## src/rtl/cpu_pkg.sv

```systemverilog
// rtl/cpu_pkg.sv - shared pipeline struct types, field helpers and reset constants for the RV32 core
package cpu_pkg;

    localparam logic [31:0] NOP_INSTR_DEFAULT = 32'h0000_0013;

    typedef struct packed {
        logic [31:0] pc_address;
        logic [31:0] instruc;
    } if_id_data_t;

    typedef struct packed {
        logic [1:0] EX_alu_op;
        logic       EX_alu_src;
        logic       M_mem_read;
        logic       M_mem_write;
        logic       M_branch;
        logic       WB_reg_write;
        logic       WB_mem_to_reg;
    } id_ex_control_t;

    typedef struct packed {
        logic [31:0] pc_address;
        logic [31:0] read_data1;
        logic [31:0] read_data2;
        logic [31:0] imm;
        logic [4:0]  rd;
    } id_ex_data_t;

    typedef struct packed {
        logic M_mem_read;
        logic M_mem_write;
        logic M_branch;
        logic ALU_zero;
        logic WB_reg_write;
        logic WB_mem_to_reg;
    } ex_mem_control_t;

    typedef struct packed {
        logic [31:0] branch_adder_sum;
        logic [31:0] alu_result;
        logic [31:0] write_data;
        logic [4:0]  rd;
    } ex_mem_data_t;

    typedef struct packed {
        logic WB_reg_write;
        logic WB_mem_to_reg;
    } mem_wb_control_t;

    typedef struct packed {
        logic [31:0] read_data;
        logic [31:0] alu_result;
        logic [4:0]  rd;
    } mem_wb_data_t;

    localparam if_id_data_t     IF_ID_RESET       = '{pc_address: 32'd0, instruc: NOP_INSTR_DEFAULT};
    localparam id_ex_control_t  ID_EX_CTRL_ZERO   = '0;
    localparam ex_mem_control_t EX_MEM_CTRL_ZERO  = '0;
    localparam mem_wb_control_t MEM_WB_CTRL_ZERO  = '0;

    function automatic logic [4:0] get_rs1(input logic [31:0] instr);
        return instr[19:15];
    endfunction

    function automatic logic [4:0] get_rs2(input logic [31:0] instr);
        return instr[24:20];
    endfunction

endpackage

```

## src/rtl/hazard_detect_unit.sv

```systemverilog
// rtl/hazard_detect_unit.sv - combinational load-use and taken-branch detection
module hazard_detect_unit
    import cpu_pkg::*;
(
    input  if_id_data_t     i_if_id_q,
    input  id_ex_control_t  i_id_ex_ctrl_q,
    input  id_ex_data_t     i_id_ex_data_q,
    input  ex_mem_control_t i_ex_mem_ctrl_q,
    output logic            o_stall,
    output logic            o_branch_taken,
    output logic            o_pc_write
);

    logic [4:0] w_rs1;
    logic [4:0] w_rs2;
    logic       w_load_use;

    // Both source fields are compared for every format; spurious stalls on U/J-type are harmless.
    assign w_rs1 = get_rs1(i_if_id_q.instruc);
    assign w_rs2 = get_rs2(i_if_id_q.instruc);

    assign w_load_use = i_id_ex_ctrl_q.M_mem_read
                      & (i_id_ex_data_q.rd != 5'd0)
                      & ((i_id_ex_data_q.rd == w_rs1) | (i_id_ex_data_q.rd == w_rs2));

    assign o_branch_taken = i_ex_mem_ctrl_q.M_branch & i_ex_mem_ctrl_q.ALU_zero;
    assign o_stall        = w_load_use & ~o_branch_taken;
    assign o_pc_write     = ~o_stall;

endmodule

```

## src/rtl/pipe_regs_ctrl.sv

```systemverilog
// rtl/pipe_regs_ctrl.sv - IF/ID..MEM/WB pipeline registers with stall/flush control and event counters
module pipe_regs_ctrl
    import cpu_pkg::*;
#(
    parameter int          CNT_W     = 16,
    parameter logic [31:0] NOP_INSTR = NOP_INSTR_DEFAULT
) (
    input  logic            clk,
    input  logic            rst_n,
    input  if_id_data_t     if_id_d,
    input  id_ex_control_t  id_ex_ctrl_d,
    input  id_ex_data_t     id_ex_data_d,
    input  ex_mem_control_t ex_mem_ctrl_d,
    input  ex_mem_data_t    ex_mem_data_d,
    input  mem_wb_control_t mem_wb_ctrl_d,
    input  mem_wb_data_t    mem_wb_data_d,
    output if_id_data_t     if_id_q,
    output id_ex_control_t  id_ex_ctrl_q,
    output id_ex_data_t     id_ex_data_q,
    output ex_mem_control_t ex_mem_ctrl_q,
    output ex_mem_data_t    ex_mem_data_q,
    output mem_wb_control_t mem_wb_ctrl_q,
    output mem_wb_data_t    mem_wb_data_q,
    output logic            pc_write,
    output logic            branch_taken,
    output logic [31:0]     branch_target,
    output logic [CNT_W-1:0] stall_cnt,
    output logic [CNT_W-1:0] flush_cnt
);

    if_id_data_t      r_if_id;
    id_ex_control_t   r_id_ex_ctrl;
    id_ex_data_t      r_id_ex_data;
    ex_mem_control_t  r_ex_mem_ctrl;
    ex_mem_data_t     r_ex_mem_data;
    mem_wb_control_t  r_mem_wb_ctrl;
    mem_wb_data_t     r_mem_wb_data;
    logic [CNT_W-1:0] r_stall_cnt;
    logic [CNT_W-1:0] r_flush_cnt;

    logic w_stall;
    logic w_branch_taken;
    logic w_pc_write;

    hazard_detect_unit u_hazard (
        .i_if_id_q       (r_if_id),
        .i_id_ex_ctrl_q  (r_id_ex_ctrl),
        .i_id_ex_data_q  (r_id_ex_data),
        .i_ex_mem_ctrl_q (r_ex_mem_ctrl),
        .o_stall         (w_stall),
        .o_branch_taken  (w_branch_taken),
        .o_pc_write      (w_pc_write)
    );

    // Flush outranks stall: the hazard unit already masks stall when a branch is taken.
    always_ff @(posedge clk or negedge rst_n) begin
        if (!rst_n) begin
            r_if_id       <= '{pc_address: 32'd0, instruc: NOP_INSTR};
            r_id_ex_ctrl  <= ID_EX_CTRL_ZERO;
            r_id_ex_data  <= '0;
            r_ex_mem_ctrl <= EX_MEM_CTRL_ZERO;
            r_ex_mem_data <= '0;
            r_mem_wb_ctrl <= MEM_WB_CTRL_ZERO;
            r_mem_wb_data <= '0;
        end else begin
            r_id_ex_data  <= id_ex_data_d;
            r_ex_mem_data <= ex_mem_data_d;
            r_mem_wb_ctrl <= mem_wb_ctrl_d;
            r_mem_wb_data <= mem_wb_data_d;
            if (w_branch_taken) begin
                r_if_id       <= '{pc_address: 32'd0, instruc: NOP_INSTR};
                r_id_ex_ctrl  <= ID_EX_CTRL_ZERO;
                r_ex_mem_ctrl <= EX_MEM_CTRL_ZERO;
            end else if (w_stall) begin
                r_id_ex_ctrl  <= ID_EX_CTRL_ZERO;
                r_ex_mem_ctrl <= ex_mem_ctrl_d;
            end else begin
                r_if_id       <= if_id_d;
                r_id_ex_ctrl  <= id_ex_ctrl_d;
                r_ex_mem_ctrl <= ex_mem_ctrl_d;
            end
        end
    end

    always_ff @(posedge clk or negedge rst_n) begin
        if (!rst_n) begin
            r_stall_cnt <= '0;
            r_flush_cnt <= '0;
        end else begin
            if (w_stall && (r_stall_cnt != '1)) begin
                r_stall_cnt <= r_stall_cnt + CNT_W'(1);
            end
            if (w_branch_taken && (r_flush_cnt != '1)) begin
                r_flush_cnt <= r_flush_cnt + CNT_W'(1);
            end
        end
    end

    assign if_id_q       = r_if_id;
    assign id_ex_ctrl_q  = r_id_ex_ctrl;
    assign id_ex_data_q  = r_id_ex_data;
    assign ex_mem_ctrl_q = r_ex_mem_ctrl;
    assign ex_mem_data_q = r_ex_mem_data;
    assign mem_wb_ctrl_q = r_mem_wb_ctrl;
    assign mem_wb_data_q = r_mem_wb_data;
    assign pc_write      = w_pc_write;
    assign branch_taken  = w_branch_taken;
    assign branch_target = r_ex_mem_data.branch_adder_sum;
    assign stall_cnt     = r_stall_cnt;
    assign flush_cnt     = r_flush_cnt;

endmodule

```

## config.mk

```make
export PLATFORM = sky130hd
export DESIGN_NAME = pipe_regs_ctrl
export DESIGN_NICKNAME = d
export VERILOG_FILES = /design/src/rtl/cpu_pkg.sv /design/src/rtl/hazard_detect_unit.sv /design/src/rtl/pipe_regs_ctrl.sv
export SDC_FILE = /design/constraint.sdc
export NUM_CORES = 1
export LEC_CHECK = 0
export BUFFER_PORTS_ARGS = -buffer_cell sky130_fd_sc_hd__clkbuf_2
export CAP_MARGIN = 15
export CELL_PAD_IN_SITES_DETAIL_PLACEMENT = 0
export CELL_PAD_IN_SITES_GLOBAL_PLACEMENT = 1
export CORE_AREA = 4 4 326 328
export DETAILED_ROUTE_END_ITERATION = 8
export DIE_AREA = 0 0 330 332
export PLACE_DENSITY = 0.44
export SYNTH_ARGS = -nofsm -noshare
export SYNTH_HDL_FRONTEND = slang
export SYNTH_SLANG_ARGS = --single-unit
```

## constraint.sdc

```tcl
create_clock -name clk -period 3 [get_ports clk]
set_input_delay 0 -clock clk [delete_from_list [all_inputs] [get_ports clk]]
set_output_delay 0 -clock clk [all_outputs]
set_load 0.1 [all_outputs]
```

==> Word level (Yosys, flattened, before mapping) <==
Index checks and enable logic that the tools add are counted.
{ "op_classes": {"n_lt_le_gt_ge": 0, "n_eq_ne": 5, "n_bitwise": 7, "n_mul": 0, "shift": 0, "n_reduce_logical": 3, "div": 0, "n_addsub": 2, "muxes": 5} }
{ "op_table": {"columns": ["op", "n"], "rows": [
  ["64-bit two-way mux", 2],
  ["16-bit by 1-bit adder with 16-bit output, second input constant", 2],
  ["16-bit inequality test, second input constant", 2],
  ["8-bit two-way mux", 2],
  ["5-bit == test", 2],
  ["6-bit two-way mux", 1],
  ["5-bit nonzero test", 1],
  ["1-bit bitwise AND", 4],
  ["1-bit logical AND", 2],
  ["2-bit inequality test, second input constant", 1],
  ["1-bit NOT", 2],
  ["1-bit bitwise OR", 1]
]} }
{ "totals": {"ramBits": 0, "word_cells": 53, "latch_bits": 0, "register_bits": 415, "memories": 0, "rom_bits": 0} }

==> Logic depth before layout (Yosys ltp) <==
{ "depth": {"depth_word": 6, "depth_mapped": 7, "ltp_nobuf": 6} }

==> Cells and area by module <==
A second synthesis with hierarchy kept.
{ "unflattened": {"hier_cells": 733, "hier_area_um2": 12572.1} }
{ "modules_own_cells": {"columns": ["mod", "n_inst", "seq_area_each_um2", "area_per_inst_um2", "cells_each"], "rows": [
  ["pipe_regs_ctrl", 1, 10388.7, 12421.9, 713],
  ["hazard_detect_unit", 1, 0.0, 150.1, 20]
]} }

==> Worst setup path before layout <==
Ideal clock, no wire load.
{ "synth_timing": {"path_type": "register -> register", "startpoint": "reg r_ex_mem_ctrl (netlist bit ex_mem_ctrl_q[2])", "endpoint": "reg r_flush_cnt[12] (netlist: flush_cnt[12])", "t_required_ns": 2.837, "path_buffers": 0, "period_less_slack_ns": 2.856, "setup_slack_ns": 0.144, "stages_incl_launch_ff": 6, "arrival_time_ns": 2.692, "path_cell_list": "dfrtp_1 -> nand2_1 -> inv_1 -> nand2_1 -> nor4b_1 -> xor2_1"} }
{ "synth_via": {"elab_chain_cells": 2} }
{ "synth_rtl": {"columns": ["item", "line_no", "text"], "rows": [
  ["start: declaration", "pipe_regs_ctrl.sv:34", "ex_mem_control_t r_ex_mem_ctrl;"],
  ["start signal: assignment", "pipe_regs_ctrl.sv:76", "r_ex_mem_ctrl <= ex_mem_ctrl_d;"],
  ["start signal: assignment", "pipe_regs_ctrl.sv:80", "r_ex_mem_ctrl <= ex_mem_ctrl_d;"],
  ["1-bit bitwise AND", "hazard_detect_unit.sv:26", "assign o_branch_taken = i_ex_mem_ctrl_q.M_branch & i_ex_mem_ctrl_q.ALU_zero;"],
  ["via branch_taken", "pipe_regs_ctrl.sv:25", "output logic branch_taken,"],
  ["1-bit logical AND", "pipe_regs_ctrl.sv:93", "if (w_branch_taken && (r_flush_cnt != '1)) begin"],
  ["end signal: assignment", "pipe_regs_ctrl.sv:94", "r_flush_cnt <= r_flush_cnt + CNT_W'(1);"],
  ["end: declaration", "pipe_regs_ctrl.sv:39", "logic [CNT_W-1:0] r_flush_cnt;"]
]} }
The timed path passes the listed nets, and every way through them passes these cells.
A chain may end at the register's enable or synchronous reset.

==> Worst setup path in the final report <==
{ "layout_timing": {"startpoint": "reg r_id_ex_data (netlist bit id_ex_data_q[0])", "endpoint": "out pc_write"} }
{ "layout_via": {"elab_chain_cells": 5, "elab_cells_between_ends": 8, "cone_classes": "eq/ne: 2; bitwise: 5; reduce/logical: 1"} }
{ "layout_rtl": {"columns": ["item", "line_no", "text"], "rows": [
  ["start: declaration", "pipe_regs_ctrl.sv:33", "id_ex_data_t r_id_ex_data;"],
  ["start signal: assignment", "pipe_regs_ctrl.sv:66", "r_id_ex_data <= id_ex_data_d;"],
  ["5-bit == test / 5-bit nonzero test (equally long branches)", "hazard_detect_unit.sv:24, hazard_detect_unit.sv:23", null],
  ["1-bit bitwise OR / 1-bit bitwise AND (equally long branches)", "hazard_detect_unit.sv:24, hazard_detect_unit.sv:23", null],
  ["1-bit bitwise AND (*)", "hazard_detect_unit.sv:24", "& ((i_id_ex_data_q.rd == w_rs1) | (i_id_ex_data_q.rd == w_rs2));"],
  ["1-bit bitwise AND (*)", "hazard_detect_unit.sv:27", "assign o_stall = w_load_use & ~o_branch_taken;"],
  ["1-bit NOT (*)", "hazard_detect_unit.sv:28", "assign o_pc_write = ~o_stall;"],
  ["end: declaration", "pipe_regs_ctrl.sv:24", "output logic pc_write,"]
]} }
Every way passes the cells marked *; elsewhere a longest branch is shown, timed or not.

==> results by group <==
Pwr
  • Pwr Density: ~660 mW/mm^2
  • Peak VDD IR: between 0.0003 and 0.0004 V
  • P_leak: between 10 and 15 nW

Global route
  • First-pass GRT wire length: slightly below 90000 um
  • Gr ovfl total: 0
  • M1 GR Usage: a little under an eighth
  • M2 GR Usage: approximately a fifth
  • Initial antenna violation count: 5
  • Vias in the first global route: 13500
  • GRT Resource Usage Total: a little over a tenth
  • M3 GR Usage: around 3.6%
  • Global route hottest layer: met2
  • Pin count of the biggest net entering global routing: 94

Placement
  • Placed cell count: about 3000
  • Port Buf Inserts: 833
  • Final RePlAce weighted congestion: around 0.80
  • Post-DP HPWL: 44900 um
  • Post-place instance area: about 0.019 sq mm

Worst setup path
  • Startpoint Class: register
  • Worst EP arrival: about 2800 ps
  • CP Max Fanout: 35
  • Data required, critical path: ~3000 ps
  • Critical path class: register to output port
  • Critical Path End Type: output port

Route
  • Drt wl/cell: about 17 um
  • Total wire length: slightly above 60000 um
  • Via-to-Cell Ratio: approximately 3.3
  • Final ANT Viol Nets: 0
  • 1st-iter DRT viols: approximately 320
  • Total iterations of the first detailed-routing run: 5
  • Via count: between 10000 and 15000
  • # DRC: 0

Die
  • Total die area: between 0.1 and 0.15 sq mm
  • FP Rows: 118
  • Initial Util: between 10% and 20%
  • Core area: approximately 0.10 sq mm
  • I/O Pins: 834
  • Chip height: about 330 um
  • Die X: around 330 um

CTS
  • Resized Gates After CTS: 0
  • CTS buffer count: 50
  • H-tree Lvls: 2
  • Clk pin slew, worst setup/hold paths: roughly 60 ps
  • Clock Latency Late Sink: roughly 600 ps
  • Post-CTS Setup Bufs: 0
  • TritonCTS clock tree: built
  • Sink Count: 415
  • Root buffer cell: clkbuf_16
  • Longest Clk Path Bufs: 3

Timing
  • Period utilisation layout: 93.3%
  • RSZ-0062 raised after global routing: no
  • Worst relative slew slack: approximately two fifths
  • Final min period: about 2800 ps
  • Worst Clk Skew: 20.3 ps
  • Setup TNS: 0 ps
  • Final hold vios: 0
  • Fin. max-slew vios: 0
  • Fmax: ~360 MHz
  • Worst slew pin tran: 917 ps
  • Final setup viols: 0

Yosys
  • Distinct cells, synth: 37
  • Register area share after synthesis: around four fifths
  • Synth top area share: between 80% and 90%
  • Area of the mapped netlist: about 0.013 sq mm
  • Synth Flop Type: dfrtp_1
  • Mapped Nets: approximately 1200
  • Register bit total from synthesis: between 400 and 500
  • Synth top cells by count: 412 x dfrtp_1, 83 x nand3_1, 77 x nand2_1
  • Syn. warnings: 0
  • Synth area leader: dfrtp_1
  • Post-Syn Instances: around 810
  • Syn Area/Cell: roughly 16 sq um
  • Share of flip-flops with an asynchronous set or reset: 100%
  • Count leader, synth: dfrtp_1
  • Area contributors post-synth: dfrtp_1 81%, nand3_1 3.2%, o21ai_2 2.7%, nand2_1 2.3%, xnor2_1 2.2%
  • Post-synth EDFFs: 0

Cells and area
  • Design Area, Final: ~0.026 sq mm
  • Area grow syn2layout: 102%
  • Non-filler cells, final: between 3000 and 4000
  • Layout cell share with drive strength beyond 1: 43.5%
  • Nets: approximately 2600
  • Final Util: between 20% and 30%

Run status
  • Outcome: completed

Run
  • Max-Cap Viols: 0

Hold path
  • Hold Crit Class: primary input to asynchronous set/reset pin
[registers in the layout, indices dropped and copies added, names as in the netlist]
| signal | cells |
|---|---|
| ex_mem_ctrl_q | 6 |
| ex_mem_data_q | 69 |
| flush_cnt | 16 |
| id_ex_ctrl_q | 8 |
| branch_target | 32 |
| stall_cnt | 16 |
| mem_wb_ctrl_q | 2 |
| mem_wb_data_q | 69 |
| id_ex_data_q | 133 |
| if_id_q | 64 |
[path summary, 6_finish.rpt]
| check | startpoint | endpoint | depth (start not counted) | slack, ps |
|---|---|---|---|---|
| setup / recovery | id_ex_data_q[0]$_DFF_PN0_ | pc_write | 5 | 200 |
| hold / removal | rst_n | id_ex_data_q[9]$_DFF_PN0_ | 2 | 30 |
| max in group asynchronous | rst_n | if_id_q[0]$_DFFE_PN1P_ | 3 | 1950 |
| min in group clk | ex_mem_data_d[2] | ex_mem_data_q[2]$_DFF_PN0_ | 2 | 60 |
| hold reg to reg | if_id_q[1]$_DFFE_PN1P_ | if_id_q[1]$_DFFE_PN1P_ | 2 | 500 |
| setup reg to reg | id_ex_data_q[0]$_DFF_PN0_ | stall_cnt[1]$_DFFE_PN0P_ | 6 | 530 |
[stage by stage]
stage                     hold slack [ps]  power (W)  setup WS (ps)
final                                32.5     0.0170            200
after global routing                 6.95     0.0177           29.7
after CTS                           0.215     0.0174           36.6
after global placement               67.2     0.0104            447
after floorplan                      -296    0.00930            144
after detailed placement             71.8     0.0104            403
[final cells by class]
type,count,area [sq um]
Multi-Input combinational cell,334,2010
Fill cell,10800,77400
Tap cell,1380,1730
Timing Repair Buffer,1412,10000
Antenna cell,1,2.50
Sequential cell,415,10400
Clock inverter,17,221
Inverter,4,15.0
Clock buffer,72,1450
[cell usage in the layout, fill, tap and decap left out, types with 6 or more instances in the layout]
| cell | count |
|---|---|
| and2_1 | 7 |
| and3_1 | 14 |
| buf_12 | 6 |
| buf_4 | 12 |
| clkbuf_1 | 12 |
| clkbuf_16 | 51 |
| clkbuf_2 | 831 |
| clkbuf_8 | 9 |
| clkinv_2 | 6 |
| dfrtp_1 | 412 |
| dlygate4sd3_1 | 562 |
| nand2_1 | 76 |
| nand3_1 | 83 |
| nand4_1 | 11 |
| nor2_1 | 10 |
| o21ai_0 | 15 |
| o21ai_1 | 10 |
| o21ai_2 | 40 |
| xnor2_1 | 32 |
[report_power, final]
part           internal (W)  switching [W]  leakage (nW)  total (W)
Sequential          0.00595       0.000229          4.93    0.00618
Combinational       0.00104        0.00361          6.65    0.00465
Clock               0.00369        0.00247         0.818    0.00616
Total                0.0107        0.00631          12.4     0.0170
[routing by layer]
metal	part of all wire [%]	vias up
met3	8.3	89
met5	0.063	-
met1	36	5952
li1	-	5493
met4	3.4	6
met2	52	449
[repair_timing]
item,4_1_cts,5_1_grt
hold buffers,562,0
endpoints found under the setup margin,1,0
endpoints found under the hold margin,667,0
[cell families after synthesis]
kind of cell | count (synthesis) | share of synthesized area [%]
buf+inv | 66 | 3.30
compound gates | 74 | 4.22
flops | 415 | 81.3
simple gates | 216 | 8.14
xor+xnor | 36 | 2.47
fa+ha+maj | 2 | 0.196
mux | 5 | 0.431
[critical path: stages, from the launching register on]
cell,delay [ps]
dfrtp_1,430
or4_1,600
o211a_4,430
and2_4,330
inv_2,190
buf_12,200
No activity file was read; power rests on OpenSTA's default activity.
